File: config.mk
export PLATFORM = sky130hd
export DESIGN_NAME = display_msg_ctrl
export DESIGN_NICKNAME = d
export VERILOG_FILES = /design/src/rtl/display_msg_ctrl.sv
export SDC_FILE = /design/constraint.sdc
export NUM_CORES = 1
export LEC_CHECK = 0
export ABC_AREA = 1
export CAP_MARGIN = 10
export CORE_MARGIN = 4
export CORE_UTILIZATION = 60
export CTS_CLUSTER_DIAMETER = 60
export DETAILED_ROUTE_END_ITERATION = 8
export PLACE_DENSITY = 0.8
export REMOVE_ABC_BUFFERS = 1
export SLEW_MARGIN = 20
export SYNTH_ARGS = -nofsm -noshare
export SYNTH_HDL_FRONTEND = slang
export SYNTH_SLANG_ARGS = --single-unit
export TNS_END_PERCENT = 50
File: constraint.sdc
create_clock -name clkout -period 8.64 [get_ports clkout]
set_clock_uncertainty 0.2 [all_clocks]
set_input_delay 1.728 -clock clkout [delete_from_list [all_inputs] [get_ports clkout]]
set_output_delay 1.728 -clock clkout [all_outputs]
set_load 0.05 [all_outputs]
File: src/rtl/display_msg_ctrl.sv
// display_msg_ctrl
// Eight-digit character display controller with a 16-entry message buffer.
// Characters are appended one at a time, the last one can be deleted and the
// buffer can be cleared. The window shows the tail of the message while
// editing. When auto-scroll is enabled and the message is longer than eight
// characters, the window walks from the head of the message to its end. It
// then pauses at the end and restarts from the head.
//
// Ports
//   clkout    in   1  clock, all state changes on the rising edge
//   rst       in   1  asynchronous active-high reset
//   wr_valid  in   1  character write request
//   wr_char   in   6  character code (0-9 digits, 10-35 letters A-Z)
//   wr_ready  out  1  write is accepted this cycle when wr_valid && wr_ready
//   bksp      in   1  delete the last character (level, sampled every cycle)
//   clr       in   1  empty the buffer
//   scroll_en in   1  enable auto-scroll for messages longer than eight
//   r0..r7    out  6  displayed character codes, r0 is the leftmost digit
//   state     out  4  number of lit digits, 0..8
//   wr_err    out  1  one-cycle pulse for a rejected write
module display_msg_ctrl #(
  parameter int STEP = 250,
  parameter int HOLD = 500
) (
  input  logic       clkout,
  input  logic       rst,
  input  logic       wr_valid,
  input  logic [5:0] wr_char,
  output logic       wr_ready,
  input  logic       bksp,
  input  logic       clr,
  input  logic       scroll_en,
  output logic [5:0] r0,
  output logic [5:0] r1,
  output logic [5:0] r2,
  output logic [5:0] r3,
  output logic [5:0] r4,
  output logic [5:0] r5,
  output logic [5:0] r6,
  output logic [5:0] r7,
  output logic [3:0] state,
  output logic       wr_err
);

  localparam logic [1:0] ST_EDIT   = 2'd0;
  localparam logic [1:0] ST_SCROLL = 2'd1;
  localparam logic [1:0] ST_HOLD   = 2'd2;

  localparam int STEP_W = (STEP > 1) ? $clog2(STEP) : 1;
  localparam int HOLD_W = (HOLD > 1) ? $clog2(HOLD) : 1;
  localparam logic [STEP_W-1:0] STEP_LAST = STEP_W'(STEP - 1);
  localparam logic [HOLD_W-1:0] HOLD_LAST = HOLD_W'(HOLD - 1);

  logic [1:0]        fsm_r;
  logic [4:0]        len_r;
  logic [3:0]        offset_r;
  logic [STEP_W-1:0] step_cnt_r;
  logic [HOLD_W-1:0] hold_cnt_r;
  logic [5:0]        char_buf_r [16];

  logic [4:0] len_dec_s;
  logic       wr_accept_s;
  logic       wr_store_s;
  logic       wr_reject_s;
  logic [4:0] base_s;
  logic [3:0] lit_s;
  logic [5:0] win_s [8];

  // Writes are only taken while editing, with room left and no clr/bksp pending.
  assign wr_ready = (fsm_r == ST_EDIT) && (len_r < 5'd16) && !clr && !bksp;

  // Write qualification and the decremented length used by backspace.
  always_comb begin
    len_dec_s   = len_r - 5'd1;
    wr_accept_s = wr_valid && wr_ready;
    wr_store_s  = wr_accept_s && (wr_char <= 6'd35);
    // A write is rejected for a bad code or because the buffer is full. It is
    // dropped silently when clr or bksp wins the cycle.
    wr_reject_s = (fsm_r == ST_EDIT) && !clr && !bksp && wr_valid &&
                  ((len_r == 5'd16) || (wr_char > 6'd35));
  end

  // Display window: tail view while editing, scroll offset otherwise.
  always_comb begin
    base_s = 5'd0;
    lit_s  = 4'd0;
    case (fsm_r)
      ST_EDIT: begin
        if (len_r > 5'd8) begin
          base_s = len_r - 5'd8;
        end else begin
          base_s = 5'd0;
        end
      end
      ST_SCROLL, ST_HOLD: base_s = {1'b0, offset_r};
      default:            base_s = 5'd0;
    endcase
    if (len_r > 5'd8) begin
      lit_s = 4'd8;
    end else begin
      lit_s = len_r[3:0];
    end
    for (int i = 0; i < 8; i++) begin
      if (4'(i) < lit_s) begin
        win_s[i] = char_buf_r[4'(base_s + 5'(i))];
      end else begin
        win_s[i] = 6'd0;
      end
    end
  end

  // Character storage: an accepted legal write lands at the current tail.
  always_ff @(posedge clkout or posedge rst) begin
    if (rst) begin
      for (int i = 0; i < 16; i++) begin
        char_buf_r[i] <= 6'd0;
      end
    end else if (wr_store_s) begin
      char_buf_r[len_r[3:0]] <= wr_char;
    end
  end

  // Length, scroll FSM, offset and step/hold counters.
  always_ff @(posedge clkout or posedge rst) begin
    if (rst) begin
      fsm_r      <= ST_EDIT;
      len_r      <= 5'd0;
      offset_r   <= 4'd0;
      step_cnt_r <= {STEP_W{1'b0}};
      hold_cnt_r <= {HOLD_W{1'b0}};
    end else if (clr) begin
      fsm_r      <= ST_EDIT;
      len_r      <= 5'd0;
      offset_r   <= 4'd0;
      step_cnt_r <= {STEP_W{1'b0}};
      hold_cnt_r <= {HOLD_W{1'b0}};
    end else if (bksp) begin
      // Scrolling is frozen for the backspace cycle. Only the window is
      // pulled back so that it never runs past the shortened message.
      if (len_r != 5'd0) begin
        len_r <= len_dec_s;
        if (fsm_r != ST_EDIT) begin
          if (len_dec_s <= 5'd8) begin
            fsm_r    <= ST_EDIT;
            offset_r <= 4'd0;
          end else if ({1'b0, offset_r} > (len_dec_s - 5'd8)) begin
            offset_r <= 4'(len_dec_s - 5'd8);
          end
        end
      end
    end else begin
      case (fsm_r)
        ST_EDIT: begin
          if (wr_store_s) begin
            len_r <= len_r + 5'd1;
          end
          // The decision uses the length before this cycle's write.
          if (scroll_en && (len_r > 5'd8)) begin
            fsm_r      <= ST_SCROLL;
            offset_r   <= 4'd0;
            step_cnt_r <= {STEP_W{1'b0}};
            hold_cnt_r <= {HOLD_W{1'b0}};
          end
        end
        ST_SCROLL: begin
          if (!scroll_en) begin
            fsm_r    <= ST_EDIT;
            offset_r <= 4'd0;
          end else if (step_cnt_r == STEP_LAST) begin
            step_cnt_r <= {STEP_W{1'b0}};
            if ({1'b0, offset_r} == (len_r - 5'd8)) begin
              fsm_r      <= ST_HOLD;
              hold_cnt_r <= {HOLD_W{1'b0}};
            end else begin
              offset_r <= offset_r + 4'd1;
            end
          end else begin
            step_cnt_r <= step_cnt_r + {{(STEP_W-1){1'b0}}, 1'b1};
          end
        end
        ST_HOLD: begin
          if (!scroll_en) begin
            fsm_r    <= ST_EDIT;
            offset_r <= 4'd0;
          end else if (hold_cnt_r == HOLD_LAST) begin
            fsm_r      <= ST_SCROLL;
            offset_r   <= 4'd0;
            step_cnt_r <= {STEP_W{1'b0}};
          end else begin
            hold_cnt_r <= hold_cnt_r + {{(HOLD_W-1){1'b0}}, 1'b1};
          end
        end
        default: begin
          fsm_r    <= ST_EDIT;
          offset_r <= 4'd0;
        end
      endcase
    end
  end

  // Registered display outputs and the write-error pulse.
  always_ff @(posedge clkout or posedge rst) begin
    if (rst) begin
      r0     <= 6'd0;
      r1     <= 6'd0;
      r2     <= 6'd0;
      r3     <= 6'd0;
      r4     <= 6'd0;
      r5     <= 6'd0;
      r6     <= 6'd0;
      r7     <= 6'd0;
      state  <= 4'd0;
      wr_err <= 1'b0;
    end else begin
      r0     <= win_s[0];
      r1     <= win_s[1];
      r2     <= win_s[2];
      r3     <= win_s[3];
      r4     <= win_s[4];
      r5     <= win_s[5];
      r6     <= win_s[6];
      r7     <= win_s[7];
      state  <= lit_s;
      wr_err <= wr_reject_s;
    end
  end

endmodule

Yosys cells after proc, flatten, opt, wreduce, memory -nomap -nowiden --
Cells that the tools add are included.
Word-level totals: word-level logic and storage cells 212, bits of input ports 12, flip-flop bits (word level) 177
Operators by class: bitwise gates (word level) 9, equal/unequal tests 23, muxes and demuxes 85, add/sub/neg operators 14, reductions and logical operators 26, $lt $le $gt $ge 24
Operators with widths (number):
- 6-bit binary-select mux with 4-bit select | 8
- 6-bit 2-to-1 mux | 25
- 96-bit bitwise mux | 1
- 9-bit 2-to-1 mux | 8
- 4-bit 2-to-1 mux | 14
- 8-bit 2-to-1 mux | 7
- 5-bit greater-or-equal comparator, second input constant | 9
- 4-bit inverter with 5-bit output | 9
- 9-bit case mux with 3 select lines | 1
- 5-bit 2-to-1 mux | 5
- 6-bit demux with 4-bit select | 1
- 8-bit case mux with 3 select lines | 1
- 2-bit 2-to-1 mux | 11
- 5-bit != test, second input constant | 4
- 3-bit != test, second input constant | 6
- 4-bit by 3-bit adder with 4-bit output, second input constant | 4
- 3-bit by 4-bit < comparator with 1-bit output, first input constant | 4
- 7-bit AND reduction | 2
- 4-bit case mux with 3 select lines | 1
- 1-bit logical AND | 11
- 5-bit by 4-bit subtractor with 5-bit output, second input constant | 2
- 9-bit by 1-bit adder with 9-bit output, second input constant | 1
- 9-bit == test, second input constant | 1
- 3-bit by 1-bit != test with 1-bit output, second input constant | 3
- other kinds (36) | 42

Logic depth before layout (Yosys ltp) --
Gate-level depths: netlist (run 1).
depth in word-level cells 10, gate-level depth with buffers 19, gate-level depth less buffers 17

Least setup slack after synthesis (run 1) --
OpenSTA, ideal clock, no wires.
kind input to output, start in clr, end out wr_ready, path slack 4049 ps, data arrival time 2663 ps, data required time 6712 ps, cell stages on the path 3, path buffers 0, cells stage by stage nor2_2 -> nand2_1 -> nor2_1
Between the ends: longest elaborated chain between the ends 3
RTL lines:
- start: declaration | RTL line 31 | input logic clr,
- 1-bit logical NOT | RTL line 70 | assign wr_ready = (fsm_r == ST_EDIT) && (len_r < 5'd16) && !clr && !bksp;
- 1-bit logical AND (2 in series) | RTL line 70
- end: declaration | RTL line 29 | output logic wr_ready,
Every way passes these cells.

Final worst setup path (run 1) --
Ends and elaborated chain as after synthesis.

==> summary.md, run 1 <==
| Metric | Value |
|---|---|
| Pwr dens | `444 mW/mm^2` |
| Fmax | `182 MHz` |
| Post-DP HPWL | `29.1 mm` |
| Peak supply drop | `255 uV` |
| EDFF count, synth | `0` |
| Antenna violations before repair | `0` |
| Later-pin clock latency in the skew report | `0.44 ns` |
| Critical hold path startpoint | `char_buf_r[90]` |
| Register area share after synthesis | `37.1%` |
| Placed Area | `0.0125 sq mm` |
| Die X | `149 um` |
| Switching share of power | `56.7%` |
| Drt via density | `5.98` |
| Port buffer count | `65` |
| Worst R2R Start | `len_r[1]` |
| Vias in the first global route | `11,200` |
| # hold bufs at CTS | `0` |
| CP Cell Sequence | `clkdlybuf4s50_1, nor2_2, nand2_1, nor2_1, clkdlybuf4s50_1` |
| Drt drc | `0` |
| CP required | `6.71 ns` |
| Drt first-iter violations | `1,845` |
| CP Capture Type | `output pin` |
| Crit path DAT | `3.56 ns` |
| CTS clock-pin slew for the worst setup and hold paths | `0.07 ns` |
| Slew HR | `34.0%` |
| Ys flop type | `dfrtp_1` |
| Rows | `51` |
| CTS root buffer | `clkbuf_16` |
| H-tree depth | `4` |
| Final Max Tran Viols | `0` |
| Clock sinks | `177` |
| Seq cells post-synth | `177` |
| PostCTS Resize Cnt | `0` |
| Maximum Capacitance Violations | `0` |
| Setup tns final | `0 ns` |
| Most common cell on crit path | `clkdlybuf4s50_1` |
| ANT cells | `0` |
| Area Overhead vs Synth | `9.73%` |
| Total GRT Usage | `36.0%` |
| Buf/Inv on CP | `2` |
| CTS tree | `yes` |
| Die height | `149 um` |
| Yosys warnings | `0` |
| Drt pass-1 iters | `6` |
| Cell internal pwr | `2520 uW` |
| Leak | `0.00651 uW` |
| Gr ovfl total | `0` |
| Crit-path leading delay family | `buffers and inverters` |
| Post-CTS Setup Inserts | `0` |
| Flop pwr share | `20.4%` |
| Initial Util | `61.1%` |
| Final Cycle Share | `63.6%` |
| Remaining antenna violation count after routing | `0` |
| Final Wtd Congestion | `1.08` |
| Ys async rst share | `100%` |
| Die area | `0.0222 sq mm` |
| Top-Level Pins | `66` |
| Comb power frac | `66.1%` |
| Max clock buf depth | `2` |
| CP peak stage delay | `0.82 ns` |
| Setup crit start kind | `input pin` |
| Final #Nets | `1,842` |
| Outcome | `complete, no violations` |
| Final hold vios | `0` |
| Crit path kind | `in -> out` |
| Layout cell share with drive strength beyond 1 | `4.41%` |
| Fin crit period | `5.49 ns` |
| Std-Cell Core Area | `0.0195 sq mm` |
| Crit. Startpoint | `clr` |
| RSZ-0062 raised after global routing | `false` |
| Final Setup Violations | `0` |
| First-pass GRT wire length | `61.6 mm` |
| Synthesized area | `0.0119 sq mm` |
| WL per Instance | `19.1 um` |
| Vias after detailed routing | `12,400` |
| Post-Route WL | `39.7 mm` |
| Critical Path Fanout Max | `7` |
| Yosys cell types | `46` |
| Gate Count Post-Synth | `1,797` |
| Synthesized area per cell | `6.64 sq um` |
| Cts bufs inserted | `17` |
| Clock power share | `13.4%` |
| Final Cell Area | `0.0131 sq mm` |
| Least-Margin Pin Slew | `0.990 ns` |
| Critical path's slowest cell | `clkdlybuf4s50_1` |
| Largest net degree at the start of global routing | `85` |
| Min-Delay Path Class | `reg -> reg` |
| NetSw | `3300 uW` |
## area by class of cell
type / count / area (sq um)
tap: 265 / 332
clock buffer: 17 / 425
timing repair buffer: 74 / 718
inverter: 175 / 664
sequential: 177 / 4430
fill: 1769 / 6440
multi-input combinational: 1358 / 6360
clock inverter: 14 / 163
## per-layer routing
| layer | share of wire (%) | global-route usage (%) |
|---|---|---|
| met2 | 43 | 54.0 |
| met1 | 39 | 48.2 |
| met5 | 0 | 0 |
| met4 | 6.4 | 19.9 |
| met3 | 11 | 8.69 |
## power by group through the flow
stage / clock network (uW) / registers [uW] / logic (uW)
after floorplan: 0 / 1370 / 2400
after global placement: 0 / 1190 / 3680
after global routing: 826 / 1210 / 4200
after CTS: 786 / 1180 / 3740
final: 781 / 1190 / 3840
after detailed placement: 0 / 1200 / 3710
## registers in the layout, indices dropped and copies added, names as in the netlist
signal / flops
char_buf_r: 96
hold_cnt_r: 9
step_cnt_r: 8
r0: 6
r1: 6
r2: 6
r3: 6
r4: 6
r5: 6
r6: 6
r7: 6
len_r: 5
offset_r: 4
state: 4
fsm_r: 2
wr_err: 1
## path summary, 6_finish.rpt
kind                            slack [ns]              to  cells past startpoint
worst max-delay path                  3.15        wr_ready                      5
min in group asynchronous             1.51   hold_cnt_r[5]                      2
worst min-delay path                  0.29  char_buf_r[90]                      2
worst max register to register        3.41           r1[4]                     12
max in group asynchronous             5.55  char_buf_r[44]                      3
worst min register to register        0.29  char_buf_r[90]                      2
## metrics by stage
stage,setup slack [ns],utilization (%),instances,total power (uW),hold WS [ns]
finish,3.15,67.0,2080,5810,0.286
global route,3.11,67.0,2080,6240,0.321
CTS,3.17,67.0,2080,5700,0.291
detailed placement,3.19,64.0,2049,4910,0.273
global placement,3.23,64.0,2049,4870,0.266
floorplan,1.91,-,1710,3780,0.253
## cell usage in the layout, fill, tap and decap left out, drive strengths merged, types with 2 or more instances in the layout
cell           count
a21boi             3
a21o               2
a21oi             20
buf                9
clkbuf            17
clkdlybuf4s50     65
clkinv             6
dfrtp            177
ha                27
inv              183
nand2            578
nand3            315
nand3b             2
nand4             12
nor2             160
nor3               9
o211ai            19
o21a               2
o21ai            183
o22ai              4
o31ai              2
or2                2
xnor2              6
xor2               8
## cells in the mapped netlist, types with 2 or more instances
library cell	n	area, sq um
a21boi_1	2	15.0
o22ai_1	4	25.0
xor2_2	2	32.5
inv_2	14	52.6
nand4_1	12	75.1
inv_1	159	597
a21o_1	2	15.0
or2_2	2	12.5
buf_2	30	150
nand3_2	2	20.0
nand2_1	569	2140
nand2_2	6	37.5
dfrtp_1	177	4430
nor3_1	9	45.0
nor2_2	3	18.8
xnor2_1	5	43.8
o21a_1	2	15.0
o21ai_0	128	641
clkbuf_1	34	128
o21ai_1	54	270
nor2_1	156	586
buf_4	5	37.5
nand3_1	312	1560
buf_1	4	15.0
nand2_4	3	33.8
nand3b_1	2	15.0
a21oi_1	19	95.1
o31ai_1	2	15.0
ha_1	27	338
buf_6	13	146
xor2_1	5	43.8
o211ai_1	19	143
## tightest hold or removal path, delay by kind of cell (launching register included)
kind / cells / cell delay (ns)
simple gates: 1 / 0.05
flops: 1 / 0.35
compound gates: 1 / 0.05
## kinds of logic after synthesis
kind of cell / count (synthesis) / synth area share, %
simple gates: 1079 / 38.4
xor+xnor: 14 / 1.37
buf+inv: 262 / 9.57
compound gates: 238 / 10.7
fa+ha+maj: 27 / 2.83
flops: 177 / 37.1
No activity file was read; power rests on OpenSTA's default activity.
==> run 2, diff against run 1 <==
==> constraint.sdc (replaced) <==
create_clock -name clkout -period 5.4 [get_ports clkout]
set_clock_uncertainty 0.2 [all_clocks]
set_input_delay 1.08 -clock clkout [delete_from_list [all_inputs] [get_ports clkout]]
set_output_delay 1.08 -clock clkout [all_outputs]
set_load 0.05 [all_outputs]
==> run 2 against run 1 <==
Effect of this change:
- die area unchanged
- power up 59%
- non-clock buffer count up 5
- critical path depth unchanged
- sequential power up 60%
- global-route usage down 1.0 points
- register-to-register slack worse by 2.2 ns
- combinational power up 58%
- wire length down 3.3%
- core utilization up 0.21 points
- final cell count up 0.29%
- via count down 1.1%
- critical endpoint unchanged
- largest cell class unchanged
- largest power group unchanged
==> summary.md, run 2 (synthesized netlist as in run 1, its figures left out) <==
| Metric | Value |
|---|---|
| Drt via density | `5.89` |
| CTS clock-pin slew for the worst setup and hold paths | `0.07 ns` |
| Crit path DAT | `2.94 ns` |
| Final Cycle Share | `78.1%` |
| Cts bufs inserted | `17` |
| Reg with most FFs | `char_buf_r` |
| Rows | `51` |
| ANT cells | `0` |
| Initial Util | `61.1%` |
| Largest regs | `char_buf_r (96), hold_cnt_r (9), step_cnt_r (8)` |
| Setup ws final | `1.18 ns` |
| Port buffer count | `65` |
| Flop pwr share | `20.6%` |
| Comb power frac | `65.8%` |
| Std-Cell Core Area | `0.0195 sq mm` |
| Top-Level Pins | `66` |
| Total GRT Usage | `35.0%` |
| First-pass GRT wire length | `60.3 mm` |
| Worst hold path depth | `2` |
| Largest register FFs | `96` |
| Largest net degree at the start of global routing | `103` |
| Clock sinks | `177` |
| Final Setup Violations | `0` |
| Most common cell on crit path | `clkdlybuf4s50_1` |
| Gr ovfl total | `0` |
| WL per Instance | `18.4 um` |
| Vias in the first global route | `11,200` |
| Setup crit start kind | `input pin` |
| Slew HR | `38.1%` |
| Critical Path Fanout Max | `7` |
| CP required | `4.12 ns` |
| Switching share of power | `56.1%` |
| Antenna violations before repair | `0` |
| CP Cell Sequence | `clkdlybuf4s50_1, nor2_2, nand2_1, nor2_1, clkdlybuf4s50_1` |
| Setup tns final | `0 ns` |
| CP Capture Type | `output pin` |
| Maximum Capacitance Violations | `0` |
| Fmax | `237 MHz` |
| Cell internal pwr | `4050 uW` |
| Crit-path leading delay family | `buffers and inverters` |
| Layout cell share with drive strength beyond 1 | `4.72%` |
| Final Wtd Congestion | `1.01` |
| Critical path's slowest cell | `clkdlybuf4s50_1` |
| Fin crit period | `4.22 ns` |
| Min-Delay Path Class | `reg -> reg` |
| Die area | `0.0222 sq mm` |
| Post-DP HPWL | `27.9 mm` |
| Final Max Tran Viols | `0` |
| Commonest non-fill, non-tap cell in the layout | `nand2_1` |
| CTS tree | `yes` |
| Least-Margin Pin Slew | `0.928 ns` |
| PostCTS Resize Cnt | `0` |
| Vias after detailed routing | `12,300` |
| Post-Route WL | `38.4 mm` |
| NetSw | `5180 uW` |
| Post-CTS Setup Inserts | `0` |
| H-tree depth | `4` |
| Most frequent cells in the layout | `nand2_1, nand3_1, dfrtp_1` |
| # hold bufs at CTS | `0` |
| RSZ-0062 raised after global routing | `false` |
| Buf/Inv on CP | `2` |
| Drt pass-1 iters | `9` |
| CTS root buffer | `clkbuf_16` |
| Pwr dens | `703 mW/mm^2` |
| Peak supply drop | `374 uV` |
| CP peak stage delay | `0.81 ns` |
| R2R depth | `13` |
| Critical path depth | `5` |
| Pre-CTS WS | `1.24 ns` |
| Clock power share | `13.6%` |
| Crit path kind | `in -> out` |
| Area Overhead vs Synth | `10.1%` |
| Outcome | `complete, no violations` |
| Leak | `0.00654 uW` |
| Final hold vios | `0` |
| Max clock buf depth | `2` |
| Die height | `149 um` |
| Final #Nets | `1,847` |
| Drt first-iter violations | `1,664` |
| Remaining antenna violation count after routing | `0` |
| Later-pin clock latency in the skew report | `0.45 ns` |
| Drt drc | `0` |
| Die X | `149 um` |
[run 2: final cells by class]
| type | instances | area [sq um] |
|---|---|---|
| well taps | 265 | 332 |
| inverters | 175 | 664 |
| multi-input cells | 1358 | 6360 |
| clock inverters | 14 | 153 |
| flip-flops and latches | 177 | 4430 |
| fillers | 1830 | 6390 |
| repair buffers | 79 | 756 |
| clock buffers | 18 | 439 |
[run 2: path summary, 6_finish.rpt]
kind	start	endpoint	slack (ns)
hold / removal	char_buf_r[90]	char_buf_r[90]	0.29
min in group asynchronous	rst	hold_cnt_r[6]	0.99
hold reg to reg	char_buf_r[90]	char_buf_r[90]	0.29
setup / recovery	clr	wr_ready	1.18
max in group asynchronous	rst	r0[4]	3.03
setup reg to reg	len_r[0]	r1[4]	1.21
[run 2: layer usage]
layer / global-route usage [%] / share of wire [%] / vias to the layer above
met2: 53.6 / 44 / 697
met4: 19.5 / 6.3 / 0
met3: 6.17 / 9.5 / 111
met1: 47.1 / 40 / 5640
met5: 0 / 0 / -
li1: - / - / 5845
[run 2: worst register-to-register path, stage by stage, from the launching register on]
cell,delay (ns)
dfrtp_1,0.49
inv_1,0.18
ha_1,0.32
nand3_4,0.13
nand3_2,0.09
nand2_4,0.45
nand2_4,0.24
ha_1,0.35
buf_4,0.26
clkinv_1,0.69
nand3_1,0.37
nand3_1,0.12
nand3_1,0.12
a21oi_1,0.07
[run 2: power groups by stage]
stage	Clock, uW	Sequential (uW)	Combinational, uW
after floorplan	0	2200	3840
after global routing	1320	1930	6660
after detailed placement	0	1910	5880
after global placement	0	1900	5800
after CTS	1260	1890	5910
final	1260	1900	6080
[run 2: through the flow]
| stage | instances | hold WS, ns | utilization [%] | area, sq um | total power [uW] |
|---|---|---|---|---|---|
| finish | 2086 | 0.288 | 67.2 | 13100 | 9230 |
| global route | 2086 | 0.308 | 67.2 | 13100 | 9910 |
| CTS | 2086 | 0.290 | 67.2 | 13100 | 9060 |
| detailed placement | 2054 | 0.273 | 64.2 | 12500 | 7790 |
| global placement | 2054 | 0.267 | 64.2 | 12500 | 7710 |
| floorplan | 1710 | 0.253 | - | 11400 | 6040 |
